===== config.mk =====
export PLATFORM = sky130hd
export DESIGN_NAME = player_motion_flat
export DESIGN_NICKNAME = d
export VERILOG_FILES = /design/src/rtl/player_motion_if.sv /design/src/rtl/player_motion.sv /design/src/flat_wrapper.sv
export SDC_FILE = /design/constraint.sdc
export NUM_CORES = 1
export LEC_CHECK = 0
export CAP_MARGIN = 20
export CORE_MARGIN = 2
export CORE_UTILIZATION = 41
export CTS_BUF_LIST = sky130_fd_sc_hd__clkbuf_4 sky130_fd_sc_hd__clkbuf_8
export DETAILED_ROUTE_END_ITERATION = 16
export HOLD_SLACK_MARGIN = 0.02
export PLACE_DENSITY = 0.62
export REMOVE_ABC_BUFFERS = 1
export SYNTH_ARGS = -nofsm -noshare
export SYNTH_HDL_FRONTEND = slang
export SYNTH_SLANG_ARGS = --single-unit

===== constraint.sdc =====
create_clock -name clk -period 12.48 [get_ports clk]
set_clock_uncertainty 0.1 [all_clocks]
set_input_delay 2.496 -clock clk [delete_from_list [all_inputs] [get_ports clk]]
set_output_delay 2.496 -clock clk [all_outputs]
set_load 0.02 [all_outputs]

===== src/rtl/player_motion_if.sv =====
// Bundle between the scan/button side and the player motion stage.
// The master drives scan position and raw buttons; the slave returns positions.
interface player_motion_if;
    logic [9:0] x;
    logic [9:0] y;
    logic       btn_t1_up;
    logic       btn_t1_dn;
    logic       btn_t2_up;
    logic       btn_t2_dn;
    logic [9:0] team1_ver_pos;
    logic [9:0] team2_ver_pos;
    logic       frame_tick;

    modport master (
        output x,
        output y,
        output btn_t1_up,
        output btn_t1_dn,
        output btn_t2_up,
        output btn_t2_dn,
        input  team1_ver_pos,
        input  team2_ver_pos,
        input  frame_tick
    );

    modport slave (
        input  x,
        input  y,
        input  btn_t1_up,
        input  btn_t1_dn,
        input  btn_t2_up,
        input  btn_t2_dn,
        output team1_ver_pos,
        output team2_ver_pos,
        output frame_tick
    );
endinterface


===== src/rtl/player_motion.sv =====
// Button-driven vertical motion for both players, updated once per frame
// during vertical blanking with a speed ramp and clamping to the active area.
module player_motion #(
    parameter int PLAYER_RADIUS   = 25,
    parameter int Y_ACT_MIN       = 35,
    parameter int Y_ACT_MAX       = 514,
    parameter int INIT_POS        = 275,
    parameter int UPDATE_LINE     = 515,
    parameter int DEBOUNCE_CYCLES = 250000,
    parameter int STEP_MIN        = 2,
    parameter int STEP_MAX        = 8,
    parameter int RAMP_FRAMES     = 8
) (
    input  logic             clk,
    input  logic             rst_n,
    player_motion_if.slave   io_pm
);

    typedef enum logic [1:0] {
        S_HOLD,
        S_UP,
        S_DOWN
    } state_t;

    localparam int CW = $clog2(DEBOUNCE_CYCLES + 1);
    localparam int SW = $clog2(STEP_MAX + 1) + 1;
    localparam int RW = $clog2(RAMP_FRAMES + 1);

    localparam logic [CW-1:0] DB_LAST  = CW'(DEBOUNCE_CYCLES - 1);
    localparam logic [SW-1:0] SPD_MIN  = SW'(STEP_MIN);
    localparam logic [SW-1:0] SPD_MAX  = SW'(STEP_MAX);
    localparam logic [RW-1:0] RUN_LAST = RW'(RAMP_FRAMES - 1);
    localparam logic [9:0]    POS_INIT = 10'(INIT_POS);
    localparam logic [9:0]    UPD_Y    = 10'(UPDATE_LINE);

    localparam logic signed [10:0] POS_LO = 11'(Y_ACT_MIN + PLAYER_RADIUS);
    localparam logic signed [10:0] POS_HI = 11'(Y_ACT_MAX - PLAYER_RADIUS);

    logic [3:0] w_raw;
    logic [3:0] w_btn;
    logic       w_tick;
    logic       r_tick;
    logic [9:0] w_pos [2];

    assign w_raw = {io_pm.btn_t2_dn, io_pm.btn_t2_up,
                    io_pm.btn_t1_dn, io_pm.btn_t1_up};

    assign w_tick = (io_pm.x == 10'd0) && (io_pm.y == UPD_Y);

    // Synchronise then debounce each raw button independently.
    for (genvar b = 0; b < 4; b++) begin : g_db
        logic          r_s1;
        logic          r_s2;
        logic          r_stb;
        logic [CW-1:0] r_cnt;

        always_ff @(posedge clk) begin
            if (!rst_n) begin
                r_s1  <= 1'b0;
                r_s2  <= 1'b0;
                r_stb <= 1'b0;
                r_cnt <= '0;
            end else begin
                r_s1 <= w_raw[b];
                r_s2 <= r_s1;
                if (r_s2 == r_stb) begin
                    r_cnt <= '0;
                end else if (r_cnt == DB_LAST) begin
                    r_stb <= r_s2;
                    r_cnt <= '0;
                end else begin
                    r_cnt <= r_cnt + 1'b1;
                end
            end
        end

        assign w_btn[b] = r_stb;
    end

    always_ff @(posedge clk) begin
        if (!rst_n) begin
            r_tick <= 1'b0;
        end else begin
            r_tick <= w_tick;
        end
    end

    for (genvar p = 0; p < 2; p++) begin : g_player
        state_t            r_state;
        state_t            w_state_nxt;
        state_t            w_dir;
        logic [SW-1:0]     r_speed;
        logic [SW-1:0]     w_speed_nxt;
        logic [SW-1:0]     w_spd_eff;
        logic [RW-1:0]     r_run;
        logic [RW-1:0]     w_run_nxt;
        logic [RW-1:0]     w_run_eff;
        logic [9:0]        r_pos;
        logic [9:0]        w_pos_nxt;
        logic              w_up;
        logic              w_dn;
        logic              w_entry;
        logic signed [10:0] w_base;
        logic signed [10:0] w_step;
        logic signed [10:0] w_sum;

        assign w_up = w_btn[2*p];
        assign w_dn = w_btn[2*p+1];

        always_ff @(posedge clk) begin
            if (!rst_n) begin
                r_state <= S_HOLD;
                r_speed <= SPD_MIN;
                r_run   <= '0;
                r_pos   <= POS_INIT;
            end else begin
                r_state <= w_state_nxt;
                r_speed <= w_speed_nxt;
                r_run   <= w_run_nxt;
                r_pos   <= w_pos_nxt;
            end
        end

        always_comb begin
            w_state_nxt = r_state;
            w_speed_nxt = r_speed;
            w_run_nxt   = r_run;
            w_pos_nxt   = r_pos;
            w_dir       = S_HOLD;

            unique case (1'b1)
                (w_up && !w_dn): w_dir = S_UP;
                (w_dn && !w_up): w_dir = S_DOWN;
                default:         w_dir = S_HOLD;
            endcase

            // A fresh direction always restarts the ramp from the slowest step.
            w_entry   = (w_dir != r_state);
            w_spd_eff = w_entry ? SPD_MIN : r_speed;
            w_run_eff = w_entry ? '0 : r_run;
            w_base    = signed'(11'(r_pos));
            w_step    = signed'(11'(w_spd_eff));
            w_sum     = (w_dir == S_UP) ? (w_base - w_step)
                                        : (w_base + w_step);

            if (w_tick) begin
                w_state_nxt = w_dir;
                unique case (w_dir)
                    S_HOLD: begin
                        w_speed_nxt = SPD_MIN;
                        w_run_nxt   = '0;
                    end
                    S_UP, S_DOWN: begin
                        if (w_sum < POS_LO) begin
                            w_pos_nxt = POS_LO[9:0];
                        end else if (w_sum > POS_HI) begin
                            w_pos_nxt = POS_HI[9:0];
                        end else begin
                            w_pos_nxt = w_sum[9:0];
                        end
                        if (w_run_eff == RUN_LAST) begin
                            w_run_nxt   = '0;
                            w_speed_nxt = (w_spd_eff >= SPD_MAX)
                                        ? SPD_MAX : w_spd_eff + 1'b1;
                        end else begin
                            w_run_nxt   = w_run_eff + 1'b1;
                            w_speed_nxt = w_spd_eff;
                        end
                    end
                    default: begin
                        w_state_nxt = S_HOLD;
                    end
                endcase
            end
        end

        assign w_pos[p] = r_pos;
    end

    assign io_pm.team1_ver_pos = w_pos[0];
    assign io_pm.team2_ver_pos = w_pos[1];
    assign io_pm.frame_tick    = r_tick;

endmodule


===== src/flat_wrapper.sv =====
// flat-port wrapper written by rule: the top's interface ports become plain ports
module player_motion_flat 
#(
    parameter int PLAYER_RADIUS   = 25,
    parameter int Y_ACT_MIN       = 35,
    parameter int Y_ACT_MAX       = 514,
    parameter int INIT_POS        = 275,
    parameter int UPDATE_LINE     = 515,
    parameter int DEBOUNCE_CYCLES = 250000,
    parameter int STEP_MIN        = 2,
    parameter int STEP_MAX        = 8,
    parameter int RAMP_FRAMES     = 8
)
  (clk, rst_n, io_pm_x, io_pm_y, io_pm_btn_t1_up, io_pm_btn_t1_dn, io_pm_btn_t2_up, io_pm_btn_t2_dn, io_pm_team1_ver_pos, io_pm_team2_ver_pos, io_pm_frame_tick);
  player_motion_if io_pm_i ();
  input  logic clk;
  input  logic rst_n;
  input wire logic [$bits(io_pm_i.x)-1:0] io_pm_x;
  input wire logic [$bits(io_pm_i.y)-1:0] io_pm_y;
  input wire logic [$bits(io_pm_i.btn_t1_up)-1:0] io_pm_btn_t1_up;
  input wire logic [$bits(io_pm_i.btn_t1_dn)-1:0] io_pm_btn_t1_dn;
  input wire logic [$bits(io_pm_i.btn_t2_up)-1:0] io_pm_btn_t2_up;
  input wire logic [$bits(io_pm_i.btn_t2_dn)-1:0] io_pm_btn_t2_dn;
  output wire logic [$bits(io_pm_i.team1_ver_pos)-1:0] io_pm_team1_ver_pos;
  output wire logic [$bits(io_pm_i.team2_ver_pos)-1:0] io_pm_team2_ver_pos;
  output wire logic [$bits(io_pm_i.frame_tick)-1:0] io_pm_frame_tick;
  assign io_pm_i.x = io_pm_x;
  assign io_pm_i.y = io_pm_y;
  assign io_pm_i.btn_t1_up = io_pm_btn_t1_up;
  assign io_pm_i.btn_t1_dn = io_pm_btn_t1_dn;
  assign io_pm_i.btn_t2_up = io_pm_btn_t2_up;
  assign io_pm_i.btn_t2_dn = io_pm_btn_t2_dn;
  assign io_pm_team1_ver_pos = io_pm_i.team1_ver_pos;
  assign io_pm_team2_ver_pos = io_pm_i.team2_ver_pos;
  assign io_pm_frame_tick = io_pm_i.frame_tick;
  player_motion #(.PLAYER_RADIUS(PLAYER_RADIUS), .Y_ACT_MIN(Y_ACT_MIN), .Y_ACT_MAX(Y_ACT_MAX), .INIT_POS(INIT_POS), .UPDATE_LINE(UPDATE_LINE), .DEBOUNCE_CYCLES(DEBOUNCE_CYCLES), .STEP_MIN(STEP_MIN), .STEP_MAX(STEP_MAX), .RAMP_FRAMES(RAMP_FRAMES)) u_core (.clk(clk), .rst_n(rst_n), .io_pm(io_pm_i));
endmodule

After elaboration in Yosys (flattened, before gate mapping)
Cells that the tools add are included.

Register bits: 127. Input port bits: 26. Logic and storage cells: 119.

Add/subtract/negate cells: 12. Order comparisons: 6. Eq/ne operators: 17. Multiplexer cells: 24. Bitwise gates (word level): 5. Reductions and logical operators: 30.

Operators with widths (count): $add 18x1->18 const B (4); $eq 18x18->1 const B (4); $mux 10 (4); $mux 5 (6); $add 10x5->11 (2); $gt 11x10->1 const B (2); $lt 11x7->1 const B (2); $mux 11 (2); $sub 10x5->11 (2); $pmux 5 s2 (2); $reduce_or 3->1 (6); $mux 4 (4); $pmux 4 s2 (2); $reduce_and 2->1 (8); $add 5x1->5 const B (2); $eq 10x10->1 const B (1); $ge 5x4->1 const B (2); $logic_not 10->1 (1); $add 4x1->4 const B (2); $eq 4x3->1 const B (2); $pmux 2 s2 (2); $logic_and 1x1->1 (5); $not 1->1 (5); $eq 1x1->1 (4); 8 further kinds (18).

Depth between registers and ports, before layout
Gate-level depths: netlist of the first run.

Word-level depth: 10. Depth in mapped cells: 20.

Worst setup path before layout of the first run
Ideal clock, no wire load.

Path type: input to register. Start: input io_pm_y[4]. End: register u_core.g_player[1].r_pos[3] (netlist: u_core.io_pm.team2_ver_pos[3]). Setup time: 0.119 ns. Data arrival time: 4.275 ns. Required time: 12.261 ns. Setup slack: 7.987 ns. Cell stages on the path: 6. Cells stage by stage: or4_4 > nor3_4 > nand2b_1 > nor3b_2 > nand3_1 > o221a_2.

Longest elaborated chain between the ends: 3.

Ends and longest elaborated chain: start: declaration (line flat_wrapper.sv:19) `input wire logic [$bits(io_pm_i.y)-1:0] io_pm_y;`; $eq 10x10->1 (line player_motion.sv:48) `assign w_tick = (io_pm.x == 10'd0) && (io_pm.y == UPD_Y);`; $logic_and 1x1->1 (line player_motion.sv:48); $reduce_and 2->1 (no source line); end signal: assignment (line player_motion.sv:120) `r_pos <= w_pos_nxt;`; end: declaration (line player_motion.sv:98) `logic [9:0] r_pos;`.

Every way passes these cells. A chain may end at the register's enable or synchronous reset.

Worst setup path in the final report of the first run
Start: register u_core.g_db[1].r_stb. End: register u_core.g_player[0].r_pos[2] (netlist: u_core.io_pm.team1_ver_pos[2]).

Longest elaborated chain between the ends: 10.

Ends and longest elaborated chain: start: declaration (line player_motion.sv:54) `logic r_stb;`; start signal: assignment (line player_motion.sv:69) `r_stb <= r_s2;`; $logic_not 1->1 (line player_motion.sv:132) `(w_up && !w_dn): w_dir = S_UP;`; $logic_and 1x1->1 (line player_motion.sv:132); $pmux 2 s2 (*) (line player_motion.sv:131) `unique case (1'b1)`; $ne 2x2->1 (line player_motion.sv:138) `w_entry = (w_dir != r_state);`; $mux 5 (line player_motion.sv:139) `w_spd_eff = w_entry ? SPD_MIN : r_speed;`; $add 10x5->11 / $sub 10x5->11 (equally long branches) (line player_motion.sv:144, player_motion.sv:143); $mux 11 (line player_motion.sv:143) `w_sum = (w_dir == S_UP) ? (w_base - w_step)`; $gt 11x10->1 (line player_motion.sv:156) `end else if (w_sum > POS_HI) begin`; $mux 10 (line player_motion.sv:156); $mux 10 (line player_motion.sv:154) `if (w_sum < POS_LO) begin`; end signal: assignment (line player_motion.sv:120); end: declaration (line player_motion.sv:98).

Mark *: on every way between the ends. The rest lies on a longest branch, timed or not.

==> results of run 1 <==
==> synth_stat cells (all sizes together) (14+ instances only) <==
master  count
ha         38
or3        15
nor3       20
a21oi      38
and2       16
o21ai      28
clkbuf     21
xnor2      30
and3       17
xor2       51
nand2      73
nor4       14
nor2      128
inv        34
nand3      31
dfxtp     127
==> critical path: cells and delay by family, from the launching register on <==
kind	cells	cell delay, ns
flip-flops	1	0.38
XOR/XNOR	2	0.42
AO/OA/AOI/OAI	5	1.82
adder cells (fa/ha/maj)	4	1.14
buffers and inverters	1	0.06
AND/OR/NAND/NOR	5	1.12
==> path summary, 6_finish.rpt <==
kind                                                       to  slack, ns  depth (start not counted)
worst min register to register            u_core.g_db[0].r_s2       0.34                          1
worst max-delay path            u_core.io_pm.team1_ver_pos[2]       7.34                         17
worst min-delay path                      u_core.g_db[0].r_s2       0.34                          1
worst max register to register  u_core.io_pm.team1_ver_pos[2]       7.34                         17
==> registers in the layout, summed over array words and instances, names as in the netlist <==
name,count
u_core.g_db.r_cnt,72
u_core.g_db.r_s1,4
u_core.g_db.r_s2,4
u_core.g_db.r_stb,4
u_core.g_player.r_run,8
u_core.g_player.r_speed,10
u_core.g_player.r_state,4
u_core.io_pm.frame_tick,1
u_core.io_pm.team1_ver_pos,10
u_core.io_pm.team2_ver_pos,10
==> area by class of cell <==
type / count / area [um2]
fill: 1640 / 8600
timing repair buffer: 48 / 475
inverter: 34 / 128
sequential: 127 / 2540
tap: 220 / 275
clock inverter: 10 / 87.6
clock buffer: 21 / 289
multi-input combinational: 644 / 4130
==> routing by layer <==
metal / vias to the layer above / GRT usage, %
met5: - / 0
met3: 15 / 4.72
li1: 3017 / -
met2: 89 / 26.5
met4: 0 / 4.31
met1: 2630 / 21.9
==> cell families (layout without fill, tap and decap cells) <==
kind of cell    Yosys count  count (layout)  synth area share, %
simple gates            376             376                 27.2
xor+xnor                 81              81                 10.3
mux                      10              10                 1.49
flops                   127             127                 36.9
compound gates          137             137                 13.4
fa+ha+maj                40              40                 7.48
buf+inv                  60             113                 3.28
==> through the flow <==
step / hold slack (ns) / cell area (um2) / utilization [%]
6_report: 0.335 / 7920 / 47.9
2_1_floorplan: 0.312 / 6800 / -
3_5_place_dp: 0.322 / 7550 / 45.7
4_1_cts: 0.342 / 7920 / 47.9
3_3_place_gp: 0.316 / 7550 / 45.7
5_1_grt: 0.362 / 7920 / 47.9
==> power breakdown <==
part | internal [mW] | switching (mW) | leakage, nW | total [mW]
clock | 0.176 | 0.160 | 0.193 | 0.336
combinational | 0.00885 | 0.00690 | 1.79 | 0.0158
sequential | 0.407 | 0.000838 | 1.02 | 0.408
total | 0.592 | 0.167 | 3.01 | 0.759
==> results_dict.tcl, run 1 <==
set metrics [dict create \
    slowest_delay_ns 0.81 \
    final_common_cell "nor2_1" \
    hold_path_class "flop to flop" \
    fin_cells 1104 \
    die_w_um 134 \
    ctsHtreeMaxLevel 4 \
    cts_sinks 127 \
    critPathArrivalTime_ns 5.38 \
    synth.largest_area_cell "dfxtp_1" \
    initial_core_util_pct 41.7 \
    clock_path_buffers 2 \
    path_max_fanout 13 \
    period_needed_ns 5.14 \
    crit_type "flop to flop" \
    layout_common_cells "nor2_1 (128), dfxtp_1 (127), nand2_1 (73)" \
    r2r_start "u_core.g_db[1].r_stb" \
    critPathCaptureType "flop" \
    tightest_slew_ns 1.07 \
    leakagePower_nw 3.01 \
    globalplace.congestion 0.826 \
    syn_inst 831 \
    hold_path_startpoint "u_core.g_db[0].r_s1" \
    cap_viol_max_count 0 \
    ys_seq_elements 127 \
    synth_ff_type "dfxtp_1" \
    path_clk_slew_ns 0.07 \
    synth_area_leaders "dfxtp_1 (37%), nor2_1 (7.0%), ha_1 (6.9%)" \
    syn_to_final_growth_pct 14.9 \
    finalHoldViolCount 0 \
    final-setup-viol-count 0 \
    finalPower_uw 759 \
    ys_types 65 \
    crit_start "u_core.g_db[1].r_stb" \
    finalWirelength_mm 14.2 \
    postCtsHoldBufs 0 \
    die_h_um 134 \
    wl_met3_um 562 \
    grt_setup_unrepaired "false" \
    ys_seq_area_share_pct 36.9 \
    cts_tree "yes" \
    drc 0 \
    clk_latency_ns 0.44 \
    numCtsBuffers 17 \
    fin_ws_ns 7.34 \
    topRoutingLayerUsed "met4" \
    pre_cts_ws_ns 7.20 \
    post_cts_resized 0 \
    antenna_left 0 \
    power_density_nw_per_um2 95.8 \
    syn_area_um2 6890 \
    grt_usage_pct 16.5 \
    wire_per_inst_um 12.8 \
    cts_setup_buffers 0 \
    antenna_found_initial 0 \
    dpl.cell_count 1073 \
    ios 47 \
    vias 5751 \
    n_antenna_cell 0 \
    dpl.hpwl_mm 10.2 \
    ir_drop_uv 74.2 \
    fin_crit_sh_pct 41.2 \
    synth_edf_count 0 \
    wl_met1_mm 7.18 \
    grt_overflow 0 \
    first_global_vias 5397 \
    grt_pass1_wl_mm 24.4 \
    rows 47 \
    synth.avg_cell_area_um2 8.30 \
    via_per_inst 5.21 \
    slowest_stage "o41ai_1" \
    synth_top_area_share_pct 36.9 \
    synthArstFlopShare_pct 0 \
    relSlewSlack_pct 28.3 \
    crit_top_cell "ha_1" \
    cp_cell_sequence "inv_1 > ha_1 > xor2_1 > nor2_1 > nand2_1 > ha_1 > and2_1 > ha_1 > a21boi_0 > ha_1 > nand2_1 > a211oi_1 > o41ai_1 > xor2_1 > o41ai_1 > nor2_1 > o221a_2" \
    wl_met2_mm 6.27 \
    cp-start-kind "flop" \
    clockRootBuffer "clkbuf_8" \
    grt_max_degree 32 \
    drive_above_1_share_pct 5.88 \
    core-area_um2 16500 \
    final.setup.tns_ns 0 \
    status "complete, no violations" \
    fmax_mhz 194 \
    first_iter_violations 320 \
    cp.required_ns 12.71 \
    ys_warn_count 0 \
    finalMaxSlewViolations 0 \
    nNetsFinal 938 \
    dr.pass1.iters 5 \
    io_buffer_count 46 \
    die_area_um2 17900 \
]
Note: power is estimated with default switching activity, not from simulation.
==> run 2, diff against run 1 <==
--- a/config.mk
+++ b/config.mk
@@ -11,7 +11,7 @@
 export CTS_BUF_LIST = sky130_fd_sc_hd__clkbuf_4 sky130_fd_sc_hd__clkbuf_8
 export DETAILED_ROUTE_END_ITERATION = 16
 export HOLD_SLACK_MARGIN = 0.02
-export PLACE_DENSITY = 0.62
+export PLACE_DENSITY = 0.64
 export REMOVE_ABC_BUFFERS = 1
 export SYNTH_ARGS = -nofsm -noshare
 export SYNTH_HDL_FRONTEND = slang
==> constraint.sdc (replaced) <==
create_clock -name clk -period 4.5 [get_ports clk]
set_clock_uncertainty 0.1 [all_clocks]
set_input_delay 0.9 -clock clk [delete_from_list [all_inputs] [get_ports clk]]
set_output_delay 0.9 -clock clk [all_outputs]
set_load 0.02 [all_outputs]
==> run 2 against run 1 <==
Effect of this change:
- sequential share of layout area decreased by 1.0 points
- critical endpoint is now u_core.io_pm.team2_ver_pos[0]
- fmax increased by 17%
- final cell count is 1.4% higher
- clock-buffer cell count fell by 1
- power grew to 3.1 times the previous value
- global-route usage up 0.12 points
- combinational power rose to 2.8 times the previous value
- register-to-register slack worse by 7.2 ns
==> results_dict.tcl, run 2 (synthesized netlist as in run 1, its figures left out) <==
set metrics [dict create \
    status "complete, no violations" \
    postCtsHoldBufs 0 \
    cts_sinks 127 \
    tightest_slew_ns 0.812 \
    hold_path_class "flop to flop" \
    reg2regPathDepth 18 \
    cts_tree "yes" \
    grt_overflow 0 \
    power_density_nw_per_um2 285 \
    antenna_left 0 \
    drive_above_1_share_pct 9.22 \
    clk_latency_ns 0.45 \
    antenna_found_initial 0 \
    whs_endpoint "u_core.g_db[2].r_s2" \
    fin_cells 1120 \
    finalPower_mw 2.34 \
    critPathCaptureType "flop" \
    cp-start-kind "flop" \
    power_frac_comb_pct 1.9 \
    ctsHtreeMaxLevel 4 \
    r2r-end "u_core.io_pm.team2_ver_pos[0]" \
    die_h_um 134 \
    final_area_um2 8200 \
    clockRootBuffer "clkbuf_8" \
    rows 47 \
    first_global_vias 5360 \
    fin_crit_sh_pct 97.7 \
    path_max_fanout 5 \
    power_switching_uw 487 \
    dr.pass1.iters 5 \
    p_int_mw 1.85 \
    clock_path_buffers 2 \
    relSlewSlack_pct 45.4 \
    syn_to_final_growth_pct 19.0 \
    fmax_mhz 228 \
    final.setup.tns_ns 0 \
    finalWirelength_mm 14.7 \
    die_area_um2 17900 \
    holdPathStages 1 \
    pwr-share-clk_pct 49.7 \
    numCtsBuffers 17 \
    layout_common_cells "nor2_1 (128), dfxtp_1 (123), nand2_1 (73)" \
    critPathArrivalTime_ns 4.63 \
    nNetsFinal 953 \
    grt_max_degree 31 \
    final-setup-viol-count 0 \
    ir_drop_uv 175 \
    crit_type "flop to flop" \
    wire_per_inst_um 13.1 \
    switching_share_pct 20.8 \
    finalHoldViolCount 0 \
    grt_usage_pct 16.7 \
    core-area_um2 16500 \
    first_iter_violations 349 \
    path_clk_slew_ns 0.07 \
    reg2reg_slack_ns 0.11 \
    finalMaxSlewViolations 0 \
    regMostFlops "u_core.g_db.r_cnt" \
    io_buffer_count 46 \
    grt_pass1_wl_mm 24.5 \
    die_w_um 134 \
    dpl.hpwl_mm 10.5 \
    largest_register_ffs 72 \
    seqPwrFrac_pct 48.3 \
    dpl_cell_area_um2 7650 \
    final_common_cell "nor2_1" \
    dpl.cell_count 1087 \
    cp.required_ns 4.73 \
    via_per_inst 5.23 \
    period_needed_ns 4.39 \
    r2r_start "u_core.g_db[3].r_stb" \
    n_antenna_cell 0 \
    cap_viol_max_count 0 \
    nFillCells 1602 \
    drc 0 \
    ios 47 \
    leakagePower_nw 3.14 \
    initial_core_util_pct 41.7 \
    hold_path_startpoint "u_core.g_db[2].r_s1" \
    vias 5860 \
    globalplace.congestion 0.864 \
]
-- run 2: changes by cell type in the layout (fill, tap and decap cells not counted), sizes merged --
cell | before | now
buf | 2 | 17
clkinv | 7 | 2
clkbuf | 21 | 20
bufinv | 1 | 5
inv | 34 | 35
clkinvlp | 2 | 4
-- run 2: timing repair --
| action | in CTS | in global routing |
|---|---|---|
| resized for setup | 0 | 17 |
| setup buffers | 0 | 1 |
| endpoints found under the setup margin | 0 | 14 |
-- run 2: layout make-up --
cell class	count	area, um2	share of cell area (%)
multi-input combinational	644	4190	51.1
sequential	127	2550	31.1
timing repair buffer	63	588	7.17
tap	220	275	3.36
clock buffer	20	269	3.28
clock inverter	12	206	2.52
inverter	34	128	1.56
-- run 2: per-stage QoR --
| step | worst slack [ns] | hold slack, ns | util, % |
|---|---|---|---|
| 2_1_floorplan | 0.0721 | 0.312 | - |
| 3_3_place_gp | 0.121 | 0.322 | 46.3 |
| 3_5_place_dp | 0.0733 | 0.319 | 46.3 |
| 4_1_cts | 0.0425 | 0.339 | 49.2 |
| 5_1_grt | -0.0897 | 0.353 | 49.6 |
| 6_report | 0.106 | 0.335 | 49.6 |
-- run 2: critical path: stages (launching register included) --
cell	delay, ns
dfxtp_2	0.36
inv_1	0.05
ha_1	0.21
xor2_1	0.16
or3_4	0.39
inv_1	0.08
ha_1	0.20
o31a_1	0.15
ha_1	0.21
nor2b_1	0.12
a31oi_1	0.18
ha_2	0.34
nor4_2	0.31
a21oi_1	0.12
o21ai_0	0.12
xnor2_1	0.16
or4_4	0.54
o21a_1	0.21
a221o_1	0.29
-- run 2: worst max path at each step --
stage	from	endpoint	slack, ns	cells after the start
2_1_floorplan	u_core.g_db[3].r_stb	u_core.io_pm.team2_ver_pos[0]	0.07	18
3_3_place_gp	u_core.g_db[3].r_stb	u_core.io_pm.team2_ver_pos[0]	0.12	18
3_5_place_dp	u_core.g_db[3].r_stb	u_core.io_pm.team2_ver_pos[0]	0.07	18
4_1_cts	u_core.g_db[3].r_stb	u_core.io_pm.team2_ver_pos[0]	0.04	18
5_1_grt	u_core.g_db[2].r_stb	u_core.io_pm.team2_ver_pos[0]	-0.09	18
6_report	u_core.g_db[3].r_stb	u_core.io_pm.team2_ver_pos[0]	0.11	18
-- run 2: per-layer routing --
metal	up-vias	track usage, %	wire length (um)
met5	-	0	0
met4	0	6.15	185
met3	17	3.65	497
met2	96	26.5	6640
met1	2711	22.2	7330
li1	3036	-	-
-- run 2: power by group through the flow --
stage / Sequential (mW) / Clock (mW) / Combinational (mW)
6_report: 1.13 / 1.16 / 0.0447
5_1_grt: 1.13 / 1.24 / 0.0492
4_1_cts: 1.13 / 1.19 / 0.0455
3_5_place_dp: 1.16 / 0 / 0.0454
3_3_place_gp: 1.16 / 0 / 0.0454
2_1_floorplan: 1.16 / 0 / 0.0123
==> run 3, diff against run 2 <==
--- a/config.mk
+++ b/config.mk
@@ -9,8 +9,9 @@
 export CORE_MARGIN = 2
 export CORE_UTILIZATION = 41
 export CTS_BUF_LIST = sky130_fd_sc_hd__clkbuf_4 sky130_fd_sc_hd__clkbuf_8
+export CTS_CLUSTER_SIZE = 10
 export DETAILED_ROUTE_END_ITERATION = 16
-export HOLD_SLACK_MARGIN = 0.02
+export HOLD_SLACK_MARGIN = 0.08
 export PLACE_DENSITY = 0.64
 export REMOVE_ABC_BUFFERS = 1
 export SYNTH_ARGS = -nofsm -noshare
==> results of run 3 <==
The final DEF is identical to that of run 2; final timing and power are the same.
